===== src/rtl/led_chaser_ctrl.sv =====
// Prescaled LED position sequencer: hold / chase-left / chase-right / bounce,
// with direct position load and active-low one-hot LED decode.
module led_chaser_ctrl #(
  parameter int unsigned DIV_W = 4,
  parameter int unsigned DIV   = 9
) (
  input  logic       clk,
  input  logic       rst,
  input  logic       enable,
  input  logic [1:0] mode,
  input  logic       load,
  input  logic [2:0] switch,
  output logic [2:0] sel,
  output logic [7:0] led,
  output logic       tick,
  output logic       wrap
);

  localparam logic [1:0] MODE_HOLD   = 2'b00;
  localparam logic [1:0] MODE_LEFT   = 2'b01;
  localparam logic [1:0] MODE_RIGHT  = 2'b10;
  localparam logic [1:0] MODE_BOUNCE = 2'b11;

  logic [DIV_W-1:0] cnt_q, cnt_d;
  logic [2:0]       sel_q, sel_d;
  logic [7:0]       led_q, led_d;
  logic             dir_up_q, dir_up_d;
  logic             tick_q, tick_d;
  logic             wrap_q, wrap_d;
  logic             step;

  always_comb begin
    cnt_d    = cnt_q;
    sel_d    = sel_q;
    dir_up_d = dir_up_q;
    tick_d   = 1'b0;
    wrap_d   = 1'b0;
    step     = 1'b0;

    if (load) begin
      sel_d    = switch;
      cnt_d    = '0;
      dir_up_d = 1'b1;
    end else if (enable) begin
      if (cnt_q == DIV_W'(DIV)) begin
        cnt_d = '0;
        step  = 1'b1;
      end else begin
        cnt_d = cnt_q + DIV_W'(1);
      end
    end

    if (step) begin
      tick_d = 1'b1;
      case (mode)
        MODE_HOLD: sel_d = sel_q;
        MODE_LEFT: begin
          sel_d  = sel_q + 3'd1;
          wrap_d = (sel_q == 3'd7);
        end
        MODE_RIGHT: begin
          sel_d  = sel_q - 3'd1;
          wrap_d = (sel_q == 3'd0);
        end
        MODE_BOUNCE: begin
          // Reversal at an end reflects off it rather than dwelling there.
          if (dir_up_q) begin
            if (sel_q == 3'd7) begin
              sel_d    = 3'd6;
              dir_up_d = 1'b0;
              wrap_d   = 1'b1;
            end else begin
              sel_d = sel_q + 3'd1;
            end
          end else begin
            if (sel_q == 3'd0) begin
              sel_d    = 3'd1;
              dir_up_d = 1'b1;
              wrap_d   = 1'b1;
            end else begin
              sel_d = sel_q - 3'd1;
            end
          end
        end
        default: sel_d = sel_q;
      endcase
    end

    // Decoded from the next position so led stays aligned with sel.
    led_d = ~(8'h01 << sel_d);
  end

  always_ff @(posedge clk or negedge rst) begin
    if (!rst) begin
      cnt_q    <= '0;
      sel_q    <= '0;
      led_q    <= 8'hFE;
      dir_up_q <= 1'b1;
      tick_q   <= 1'b0;
      wrap_q   <= 1'b0;
    end else begin
      cnt_q    <= cnt_d;
      sel_q    <= sel_d;
      led_q    <= led_d;
      dir_up_q <= dir_up_d;
      tick_q   <= tick_d;
      wrap_q   <= wrap_d;
    end
  end

  assign sel  = sel_q;
  assign led  = led_q;
  assign tick = tick_q;
  assign wrap = wrap_q;

endmodule

===== config.mk =====
export PLATFORM = sky130hd
export DESIGN_NAME = led_chaser_ctrl
export DESIGN_NICKNAME = d
export VERILOG_FILES = /design/src/rtl/led_chaser_ctrl.sv
export SDC_FILE = /design/constraint.sdc
export NUM_CORES = 1
export LEC_CHECK = 0
export CORE_MARGIN = 5
export CORE_UTILIZATION = 40
export CTS_CLUSTER_DIAMETER = 120
export CTS_CLUSTER_SIZE = 16
export DETAILED_ROUTE_END_ITERATION = 10
export PLACE_DENSITY_LB_ADDON = 0.05
export SLEW_MARGIN = 30
export SYNTH_ARGS = -nofsm -noshare
export SYNTH_HDL_FRONTEND = slang
export SYNTH_SLANG_ARGS = --single-unit

===== constraint.sdc =====
create_clock -name clk -period 4.53 [get_ports clk]
set_clock_uncertainty 0.15 [all_clocks]
set_input_delay 0.453 -clock clk [delete_from_list [all_inputs] [get_ports clk]]
set_output_delay 0.453 -clock clk [all_outputs]
set_load 0.01 [all_outputs]

### Word level (Yosys, flattened, before mapping)

Index checks and enable logic that the tools add are counted.

* output and inout port bits: 13
* logic and storage cells: 43
* flip-flop bits (word level): 18

* eq/ne operators: 5
* reduce and logical (&&, ||, !) cells: 3
* multiplexer cells: 24
* bitwise gates (word level): 1
* shift operators: 1
* add/sub/neg operators: 3

Operators with widths (number)
* $mux W3: 5
* $mux W1: 14
* $mux W4: 3
* $pmux W3 S4: 1
* $not A8 Y8: 1
* $shl A1 B3 Y8 const A: 1
* $add A4 B1 Y4 const B: 1
* $eq A2 B2 Y1 const B: 2
* $eq A4 B4 Y1 const B: 1
* $add A3 B1 Y3 const B: 1
* $eq A3 B3 Y1 const B: 1
* $logic_not A3 Y1: 1
* $pmux W1 S3: 1
* $sub A3 B1 Y3 const B: 1
* $eq A2 B1 Y1 const B: 1
* $logic_not A2 Y1: 1
* $reduce_bool A2 Y1: 1

### Logic depth before layout (Yosys ltp)

* word-level depth: 7
* depth in mapped cells: 8

### Worst setup path after synthesis

No wires, ideal clock.

* kind: register -> register
* start point: register sel_q[0], in the netlist sel[0]
* end point: register led_q[0], in the netlist led[0]
* period minus slack after synthesis: 2.239 ns
* buffers on the path: 0
* slack: 2.291 ns
* stages on the path, launching flop included: 8
* arrival: 1.957 ns
* path through: dfrtp_1 > ha_1 > ha_1 > o21a_1 > o21a_1 > o31ai_4 > inv_2 > or3_1

* word-level cells in the longest chain between the ends: 7
* elaborated cells on any way between the ends: 12

Ends and longest elaborated chain
* from (decl): RTL line 25 `logic [2:0] sel_q, sel_d;`
* from (signal assigned): RTL line 103 `sel_q <= sel_d;`
* $sub A3 B1 Y3 (tied with other cells): RTL line 62, 81
* $mux W3 (on tied branches): RTL line 76, 68
* $mux W3: RTL line 67 `if (dir_up_q) begin`
* $pmux W3 S4 *: RTL line 55 `case (mode)`
* $mux W3 *: RTL line 53 `if (step) begin`
* named net sel_d[1]: RTL line 25
* $shl A1 B3 Y8 *: RTL line 90 `led_d = ~(8'h01 << sel_d);`
* $not A8 Y8 *: RTL line 90
* named net led_d[0]: RTL line 26 `logic [7:0] led_q, led_d;`
* to (signal assigned): RTL line 104 `led_q <= led_d;`
* to (decl): RTL line 26

Mark *: on every way through the listed nets, which the timed path passes. The rest lies on a longest branch.
A chain may end at the register's enable or synchronous reset.

### Worst setup path in the final report

* start point: input mode[0]
* end point: register led_q[0], in the netlist led[0]

* word-level cells in the longest chain between the ends: 5
* elaborated cells on any way between the ends: 8

Ends and longest elaborated chain
* from (decl): RTL line 10 `input logic [1:0] mode,`
* $eq A2 B2 Y1 (tied with other cells): RTL line 55
* $pmux W3 S4 *: RTL line 55
* $mux W3 *: RTL line 53
* named net sel_d[1]: RTL line 25
* $shl A1 B3 Y8 *: RTL line 90
* $not A8 Y8 *: RTL line 90
* named net led_d[0]: RTL line 26

Marks and branches as above.

==> impl_metrics.json <==
{
  "status": "completed",
  "finalHoldViolations": 0,
  "post-cts-setup-buffers": 0,
  "row_count": 18,
  "drtPass1Iterations": 3,
  "ios": 22,
  "drive_gt1_frac": 0.175,
  "async_flop_share": 1.00,
  "end_kind": "register",
  "hp-class": "input pin to async pin",
  "p_total_mw": 0.359,
  "synthCells": 99,
  "tritoncts": "yes",
  "crit_chain": "clkdlybuf4s50_1 -> nand2_2 -> o21a_1 -> o21a_1 -> o31ai_4 -> inv_2 -> or3_1",
  "grt_pass1_wl_um": 3300,
  "yosysWarnings": 0,
  "final.setup.tns_ns": 0,
  "synth_nets": 115,
  "ant_nets": 0,
  "synthToLayoutAreaGrowth_pct": 25.6,
  "p_per_area_nw_per_um2": 279,
  "arrival_ns": 2.42,
  "routed_wl_um": 1990,
  "numClockSinks": 18,
  "cts_made_buffers": 3,
  "die_h_um": 60.6,
  "die-width_um": 60.6,
  "synth_area_sq_um": 1030,
  "required_ns": 4.57,
  "antenna_cells": 0,
  "max-slew-margin-rel": 0.468,
  "drv_cap": 0,
  "gp_congestion": 0.797,
  "grt_pass1_vias": 724,
  "drc": 0,
  "hpwl_um": 1500,
  "grt_max_degree": 19,
  "synth_seq_area_share": 0.449,
  "synth_edf_count": 0,
  "start_util": 0.418,
  "criticalPathCategory": "input pin to register",
  "leakage_nw": 0.552,
  "slew_viol_final": 0,
  "synth_ff_type": "dfrtp_1",
  "finalNonFillerCells": 150,
  "tightest_slew_ns": 0.795,
  "crit_path_max_incr_delay_ns": 0.72,
  "cts_root_buf": "clkbuf_4",
  "dieArea_sq_um": 3680,
  "vias": 760,
  "crit_path_start_kind": "input pin",
  "post-route-period-util": 0.527,
  "critPathMaxFanout": 13,
  "clkTransAtPathRegs_ns": 0.10,
  "placed_cells": 146,
  "syn_area_per_cell_sq_um": 10.4,
  "cts.htree.levels": 1,
  "clk_path_buf_depth": 2,
  "ys_ff_latch": 18,
  "setup_viol": 0,
  "nFillCells": 235,
  "fin_crit_ns": 2.39,
  "peakVddDrop_mv": 0.180,
  "place_ws_ns": 1.81,
  "cts-resized-gates": 0,
  "gr-total-overflow": 0,
  "portBuffers": 21,
  "r2r_slack_ns": 2.17,
  "timing.final.ws_setup_ns": 2.14,
  "ctsHoldBuffers": 0,
  "path_common_cell": "o21a_1",
  "final_core_util": 0.525,
  "cp_slowest_cell": "clkdlybuf4s50_1",
  "antenna_found_initial": 0,
  "rsz0062_at_grt": "false",
  "synth.distinct_cells": 41,
  "nets": 137,
  "viasPerCell": 5.07,
  "grt_util_all_layers": 0.120,
  "route.detailed.wl_per_inst_um": 13.3,
  "initialDrtViolationCount": 16,
  "core_area_sq_um": 2450,
  "clk_latency_ns": 0.29,
  "fmaxAchievable_ghz": 0.419
}
-- routing by layer --
metal	GRT usage	share of wire	vias up
met3	0.0298	0.060	4
met4	0.0372	0.014	0
met2	0.179	0.44	13
met1	0.172	0.48	350
li1	-	-	393
met5	0	0	-
-- state kept, by name, indices dropped and copies added (netlist names) --
name      flops
cnt_q         4
dir_up_q      1
led           8
sel           3
tick          1
wrap          1
-- path summary, 6_finish.rpt --
kind / cells past startpoint / endpoint / startpoint
worst max-delay path: 7 / led[0] / mode[0]
worst min-delay path: 1 / cnt_q[3] / rst
worst max register to register: 7 / led[0] / sel[0]
worst min register to register: 2 / cnt_q[3] / cnt_q[3]
max in group asynchronous: 1 / sel[1] / rst
min in group clk: 2 / cnt_q[3] / cnt_q[3]
-- where the power goes --
| part | internal (mW) | switching, mW |
|---|---|---|
| clock | 0.0490 | 0.0503 |
| sequential | 0.173 | 0.00792 |
| combinational | 0.0391 | 0.0397 |
| total | 0.261 | 0.0980 |
-- per-stage QoR --
stage               area, sq um  hold slack [ns]
finish                     1290            0.459
global route               1290            0.512
CTS                        1290            0.454
detailed placement         1250            0.438
floorplan                  1030          0.00741
global placement           1250            0.432
-- cells in the mapped netlist (all sizes together), types with 2 or more instances --
master	count	area [sq um]
a21oi	5	25.0
a31oi	2	12.5
buf	3	17.5
dfrtp	10	250
dfstp	8	210
ha	7	87.6
inv	9	33.8
mux2i	3	30.0
nand2	5	21.3
nand3	6	30.0
nor2	5	18.8
nor2b	2	12.5
nor3	3	15.0
o21a	2	15.0
o21ai	4	20.0
o31ai	2	28.8
or2	2	15.0
or3	4	25.0
-- placed cells by master, fill, tap and decap left out, types with 3 or more instances in the layout --
cell type / instances
clkdlybuf4s50_1: 21
clkbuf_4: 3
nand2_1: 4
o21ai_0: 3
mux2i_1: 3
nand3_1: 6
a21oi_1: 5
ha_1: 7
nor3_1: 3
inv_1: 6
dfstp_2: 8
nor2_1: 5
or3_1: 4
inv_2: 3
dfrtp_1: 10
-- critical path, delay by kind of cell --
family,cells,cell delay [ns]
simple gates,2,0.47
compound gates,3,0.69
buf+inv,2,0.81
-- layout make-up --
type	count	area, sq um	area share
multi-input combinational	68	510	0.396
timing repair buffer	21	210	0.163
inverter	9	33.8	0.0262
sequential	18	460	0.357
tap	30	37.5	0.0291
clock buffer	4	36.3	0.0282
-- cell families (layout without fill, tap and decap cells) --
group           count (synthesis)  after routing  share of synthesized area
xor+xnor                        2              2                     0.0171
mux                             3              3                     0.0293
buf+inv                        13             34                     0.0537
simple gates                   35             35                      0.202
flops                          18             18                      0.449
fa+ha+maj                       7              7                     0.0854
compound gates                 21             21                      0.163
No activity file was read; power rests on OpenSTA's default activity.
